<file path="config.mk">
export PLATFORM = sky130hd
export DESIGN_NAME = if_fetch_stage_flat
export DESIGN_NICKNAME = d
export VERILOG_FILES = /design/src/rtl/if_fetch_stage_if.sv /design/src/rtl/if_fetch_stage.sv /design/src/flat_wrapper.sv
export SDC_FILE = /design/constraint.sdc
export NUM_CORES = 1
export LEC_CHECK = 0
export ABC_CLOCK_PERIOD_IN_PS = 3100
export CAP_MARGIN = 10
export CELL_PAD_IN_SITES_DETAIL_PLACEMENT = 0
export CELL_PAD_IN_SITES_GLOBAL_PLACEMENT = 1
export CORE_AREA = 2 2 175 177
export CTS_BUF_LIST = sky130_fd_sc_hd__clkbuf_8
export DETAILED_ROUTE_END_ITERATION = 6
export DIE_AREA = 0 0 177 179
export PLACE_DENSITY = 0.89
export SLEW_MARGIN = 20
export SYNTH_ARGS = -nofsm -noshare
export SYNTH_HDL_FRONTEND = slang
export SYNTH_SLANG_ARGS = --single-unit
</file>
<file path="constraint.sdc">
create_clock -name clk -period 3.1 [get_ports clk]
set_clock_uncertainty 0.1 [all_clocks]
set_input_delay 0.775 -clock clk [delete_from_list [all_inputs] [get_ports clk]]
set_output_delay 0.775 -clock clk [all_outputs]
set_load 0.01 [all_outputs]
</file>
<file path="src/rtl/if_fetch_stage_if.sv">
// Instruction-memory read channel between the fetch stage and instruction memory.
// One request outstanding at a time: imem_addr is held while imem_req=1 and unacked.
interface if_fetch_stage_if #(
   parameter int XLEN = 32
) ();
   logic            imem_req;
   logic [XLEN-1:0] imem_addr;
   logic [XLEN-1:0] imem_rdata;
   logic            imem_ack;

   modport master (
      output imem_req,
      output imem_addr,
      input  imem_rdata,
      input  imem_ack
   );

   modport slave (
      input  imem_req,
      input  imem_addr,
      output imem_rdata,
      output imem_ack
   );
endinterface

</file>
<file path="src/rtl/if_fetch_stage.sv">
// Instruction-fetch stage: owns the PC, issues single outstanding imem reads and
// loads the IF/ID register, with a one-entry pending buffer for decode stalls.
module if_fetch_stage #(
   parameter int              XLEN     = 32,
   parameter logic [XLEN-1:0] RESET_PC = 32'd128
) (
   input  logic                clk,
   input  logic                rst_n,
   input  logic                int_req,
   input  logic [XLEN-1:0]     entry_point,
   input  logic                redirect,
   input  logic [XLEN-1:0]     redirect_pc,
   input  logic                stall,
   if_fetch_stage_if.master    imem,
   output logic                id_valid,
   output logic [XLEN-1:0]     id_ins,
   output logic [XLEN-1:0]     id_pc,
   output logic [XLEN-1:0]     id_pcp4
);

   typedef enum logic [1:0] {
      S_START,
      S_FETCH,
      S_DISCARD,
      S_PEND
   } state_t;

   state_t          r_state,    w_state_nx;
   logic [XLEN-1:0] r_pc,       w_pc_nx;
   logic [XLEN-1:0] r_req_addr, w_req_addr_nx;
   logic            r_id_valid, w_id_valid_nx;
   logic [XLEN-1:0] r_id_ins,   w_id_ins_nx;
   logic [XLEN-1:0] r_id_pc,    w_id_pc_nx;
   logic [XLEN-1:0] r_id_pcp4,  w_id_pcp4_nx;
   logic [XLEN-1:0] r_pend_ins, w_pend_ins_nx;
   logic [XLEN-1:0] r_pend_pc,  w_pend_pc_nx;

   logic            w_flush;
   logic [XLEN-1:0] w_target;
   logic            w_accept;
   logic [XLEN-1:0] w_req_pcp4;

   always_comb begin
      w_flush    = int_req | redirect;
      w_target   = int_req ? entry_point : redirect_pc;
      w_accept   = !r_id_valid || !stall;
      w_req_pcp4 = r_req_addr + XLEN'(4);

      w_state_nx    = r_state;
      w_pc_nx       = r_pc;
      w_req_addr_nx = r_req_addr;
      w_id_valid_nx = r_id_valid;
      w_id_ins_nx   = r_id_ins;
      w_id_pc_nx    = r_id_pc;
      w_id_pcp4_nx  = r_id_pcp4;
      w_pend_ins_nx = r_pend_ins;
      w_pend_pc_nx  = r_pend_pc;

      // Flush overrides stall; the pending entry is abandoned by leaving S_PEND.
      if (w_flush) begin
         w_pc_nx       = w_target;
         w_id_valid_nx = 1'b0;
      end

      case (r_state)
         S_START: begin
            w_state_nx = S_FETCH;
            if (w_flush) w_req_addr_nx = w_target;
         end

         S_FETCH: begin
            if (w_flush) begin
               if (imem.imem_ack) w_req_addr_nx = w_target;
               else               w_state_nx    = S_DISCARD;
            end else if (imem.imem_ack) begin
               if (w_accept) begin
                  w_id_valid_nx = 1'b1;
                  w_id_ins_nx   = imem.imem_rdata;
                  w_id_pc_nx    = r_req_addr;
                  w_id_pcp4_nx  = w_req_pcp4;
                  w_pc_nx       = w_req_pcp4;
                  w_req_addr_nx = w_req_pcp4;
               end else begin
                  w_pend_ins_nx = imem.imem_rdata;
                  w_pend_pc_nx  = r_req_addr;
                  w_pc_nx       = w_req_pcp4;
                  w_state_nx    = S_PEND;
               end
            end else if (w_accept) begin
               w_id_valid_nx = 1'b0;
            end
         end

         S_DISCARD: begin
            if (!w_flush && w_accept) w_id_valid_nx = 1'b0;
            if (imem.imem_ack) begin
               w_req_addr_nx = w_flush ? w_target : r_pc;
               w_state_nx    = S_FETCH;
            end
         end

         S_PEND: begin
            // r_pc already equals the pending PC + 4 here.
            if (w_flush) begin
               w_req_addr_nx = w_target;
               w_state_nx    = S_FETCH;
            end else if (!stall) begin
               w_id_valid_nx = 1'b1;
               w_id_ins_nx   = r_pend_ins;
               w_id_pc_nx    = r_pend_pc;
               w_id_pcp4_nx  = r_pc;
               w_req_addr_nx = r_pc;
               w_state_nx    = S_FETCH;
            end
         end

         default: w_state_nx = S_START;
      endcase
   end

   always_ff @(posedge clk or negedge rst_n) begin
      if (!rst_n) begin
         r_state    <= S_START;
         r_pc       <= RESET_PC;
         r_req_addr <= RESET_PC;
         r_id_valid <= 1'b0;
         r_id_ins   <= '0;
         r_id_pc    <= '0;
         r_id_pcp4  <= '0;
         r_pend_ins <= '0;
         r_pend_pc  <= '0;
      end else begin
         r_state    <= w_state_nx;
         r_pc       <= w_pc_nx;
         r_req_addr <= w_req_addr_nx;
         r_id_valid <= w_id_valid_nx;
         r_id_ins   <= w_id_ins_nx;
         r_id_pc    <= w_id_pc_nx;
         r_id_pcp4  <= w_id_pcp4_nx;
         r_pend_ins <= w_pend_ins_nx;
         r_pend_pc  <= w_pend_pc_nx;
      end
   end

   always_comb begin
      imem.imem_req  = (r_state == S_FETCH) || (r_state == S_DISCARD);
      imem.imem_addr = r_req_addr;
   end

   assign id_valid = r_id_valid;
   assign id_ins   = r_id_ins;
   assign id_pc    = r_id_pc;
   assign id_pcp4  = r_id_pcp4;

endmodule
</file>
<file path="src/flat_wrapper.sv">
// flat-port wrapper written by rule: the top's interface ports become plain ports
module if_fetch_stage_flat 
#(
   parameter int              XLEN     = 32,
   parameter logic [XLEN-1:0] RESET_PC = 32'd128
)
  (clk, rst_n, int_req, entry_point, redirect, redirect_pc, stall, id_valid, id_ins, id_pc, id_pcp4, imem_imem_req, imem_imem_addr, imem_imem_rdata, imem_imem_ack);
  if_fetch_stage_if #(.XLEN(XLEN)) imem_i ();
  input  logic clk;
  input  logic rst_n;
  input  logic int_req;
  input  logic [XLEN-1:0] entry_point;
  input  logic redirect;
  input  logic [XLEN-1:0] redirect_pc;
  input  logic stall;
  output logic id_valid;
  output logic [XLEN-1:0] id_ins;
  output logic [XLEN-1:0] id_pc;
  output logic [XLEN-1:0] id_pcp4;
  output wire logic [$bits(imem_i.imem_req)-1:0] imem_imem_req;
  output wire logic [$bits(imem_i.imem_addr)-1:0] imem_imem_addr;
  input wire logic [$bits(imem_i.imem_rdata)-1:0] imem_imem_rdata;
  input wire logic [$bits(imem_i.imem_ack)-1:0] imem_imem_ack;
  assign imem_imem_req = imem_i.imem_req;
  assign imem_imem_addr = imem_i.imem_addr;
  assign imem_i.imem_rdata = imem_imem_rdata;
  assign imem_i.imem_ack = imem_imem_ack;
  if_fetch_stage #(.XLEN(XLEN), .RESET_PC(RESET_PC)) u_core (.clk(clk), .rst_n(rst_n), .int_req(int_req), .entry_point(entry_point), .redirect(redirect), .redirect_pc(redirect_pc), .stall(stall), .imem(imem_i), .id_valid(id_valid), .id_ins(id_ins), .id_pc(id_pc), .id_pcp4(id_pcp4));
endmodule
</file>
==> flow_summary.toml <==
[place]
gp_congestion = 0.917
hpwl_um = 25600
dp.cells = 1837
port_buffers = 231

[timing]
report.final.setup_viol = 0
fin_hold_ws_ns = 0.105
fmax_mhz = 345
rsz0062_at_grt = "false"
max_slew.worst_pin.slew_ns = 0.721
relSlewSlack_pct = 51.9
report.final.slew_viol_count = 0
fin_crit_ns = 2.90
tns_ns = 0
hold_viol = 0
fin_crit_sh_pct = 93.5

[floorplanning]
ios = 232
rows = 64
dieHeight_um = 179
die-area_um2 = 31700
die_w_um = 177
core_um2 = 30000
floorplan.initialDensity_pct = 40.9

[detailed_routing]
viasPerCell = 5.65
drt-initial-drc-count = 901
antenna_left = 0
routed_wirelength_um = 37200
drc = 0
dr.pass1.iters = 7
detail_route.wl_per_cell_um = 19.6
via_count = 10700

[synth]
syn_inst = 1260
synth_top_flop_cell = "dfrtp_1"
ys_types = 81
synth.avg_cell_area_um2 = 9.75
yosys-top-cells-area = "dfrtp_1 (46%), mux2i_1 (7.2%), o21ai_0 (6.2%)"
ys_async_sr_fraction_pct = 100
synth.top_cell.area_share_pct = 45.8
ys_warn_count = 0
syn-cell-area_um2 = 12300
yosys.area.top_type = "dfrtp_1"
syn-num-nets = 1368
synth_most_common_cell = "dfrtp_1"
seq_area_frac_synth_pct = 46.3
synth_seq_cells = 227
synth_edf_count = 0
synth_commonest_cells = "dfrtp_1 (225), nand2_1 (172), o21ai_0 (151), mux2i_1 (88)"

[critical_path]
cp_slowest_cell = "clkdlybuf4s50_1"
slowest_delay_ns = 0.56
cp.required_ns = 2.22
worstPathCellList = "inv_1, ha_1, clkdlybuf4s50_1"
crit_fanout = 5
worstRegToRegCells = 6
worst-path-buf-inv = 2
reg2reg_to = "u_core.r_pend_pc[29]"
worstSetupPathType = "flip-flop to output port"
end_kind = "output port"
startpoint_type = "flip-flop"
cp_data_arrival_time_ns = 2.02
worst_r2r_startpoint = "u_core.r_state[1]"
r2r_setup_slack_ns = 0.43
cp_top_family = "buffers and inverters"

[cts]
cts_num_sinks = 227
cts_hold_buf = 0
cts_made_buffers = 40
postCtsSetupBuffers = 0
clock_latency_ns = 0.53
cts_tree = "yes"
clk_pin_slew_ns = 0.06
ctsRootBufferMaster = "clkbuf_8"
cts_resized = 0
htree_levels = 2
clk_path_buf_depth = 3

[cells_and_area]
diodes = 0
syn_to_final_growth_pct = 29.4
drive_above_1_share_pct = 13.8
stdcell_count = 1900
num-fill-cells = 2688
seq_area_um2 = 5680
nNetsFinal = 1591
multi_input_area_um2 = 6070

[global_route]
grt_overflow = 0
first_global_vias = 10400
grt_max_degree = 129
track_usage_pct = 23.3
antenna_found_initial = 0
grt_pass1_wl_um = 57900

[status]
status = "complete, no violations"

[job]
maxCapViolCount = 0

[worst_hold_path]
hp-class = "input port to async pin"

[power_and_ir_drop]
irDropWorstVdd_v = 0.000421
cellPowerDensity_nw_per_um2 = 898
p_leak_nw = 6.83
[cells in the final DEF, fill, tap and decap left out, types with 7 or more instances in the layout]
master / count
o211ai_1: 10
o21ai_0: 151
a21oi_1: 65
buf_4: 47
mux2_2: 65
a221oi_1: 7
inv_1: 28
clkbuf_8: 48
nand3_1: 24
a31oi_1: 12
nor3_1: 12
and2_1: 8
dfrtp_1: 225
o31ai_1: 7
nand2_1: 172
a32o_1: 9
nor2b_1: 7
clkdlybuf4s50_1: 229
and3_1: 11
xnor2_1: 9
mux2i_1: 88
a211oi_1: 9
o221ai_1: 15
xor2_1: 18
buf_12: 10
nor2_1: 54
nand2b_1: 10
nand4_1: 15
a22o_1: 10
[sequential cells by signal (all words and copies together) (netlist names)]
register,cells
u_core.id_pcp4,32
u_core.id_valid,1
u_core.id_pc,32
u_core.r_pend_pc,32
u_core.r_pc,32
u_core.r_state,2
u_core.imem.imem_addr,32
u_core.r_pend_ins,32
u_core.id_ins,32
[power by group]
group	internal (mW)	leakage, nW	switching [mW]	total (mW)
Combinational	3.30	3.48	3.50	6.80
Clock	1.38	0.418	1.19	2.57
Sequential	3.98	2.93	0.921	4.90
Total	8.66	6.83	5.62	14.3
[cell type report]
| type | count | area share, % |
|---|---|---|
| sequential | 227 | 35.7 |
| tap | 396 | 3.12 |
| inverter | 16 | 0.378 |
| clock inverter | 15 | 0.386 |
| timing repair buffer | 288 | 18.0 |
| clock buffer | 48 | 4.15 |
| multi-input combinational | 910 | 38.2 |
[worst max path at each step]
stage,startpoint,to,slack [ns],cells past startpoint
after floorplan,redirect,u_core.r_pend_ins[22],0.56,6
after global placement,redirect,u_core.imem.imem_addr[22],0.13,7
after detailed placement,redirect,u_core.imem.imem_addr[22],0.09,7
after CTS,u_core.r_state[0],imem_imem_req,0.16,3
after global routing,u_core.r_state[0],imem_imem_req,0.10,3
final,u_core.r_state[0],imem_imem_req,0.20,3
[per-layer routing]
layer  GRT usage [%]  wire [µm]  up-vias
li1                -          -     5015
met1            31.5      15900     5155
met2            37.4      17200      485
met3            4.37       2960       75
met4            8.09       1120        0
met5               0          0        -
[per-stage QoR]
| stage | total power, mW | util [%] | instance area, µm² | setup slack [ns] |
|---|---|---|---|---|
| floorplan | 8.54 | - | 12300 | 0.555 |
| global placement | 11.6 | 50.5 | 15200 | 0.127 |
| detailed placement | 11.7 | 50.5 | 15200 | 0.0892 |
| CTS | 14.4 | 52.9 | 15900 | 0.157 |
| global route | 15.2 | 52.9 | 15900 | 0.101 |
| finish | 14.3 | 52.9 | 15900 | 0.201 |
[cell families after synthesis]
family,Yosys count,share of synthesized area (%)
xor+xnor,27,1.92
fa+ha+maj,6,0.611
compound gates,369,19.2
flops,227,46.3
buf+inv,123,4.59
simple gates,351,14.0
mux,157,13.5
No activity file was read; power rests on OpenSTA's default activity.
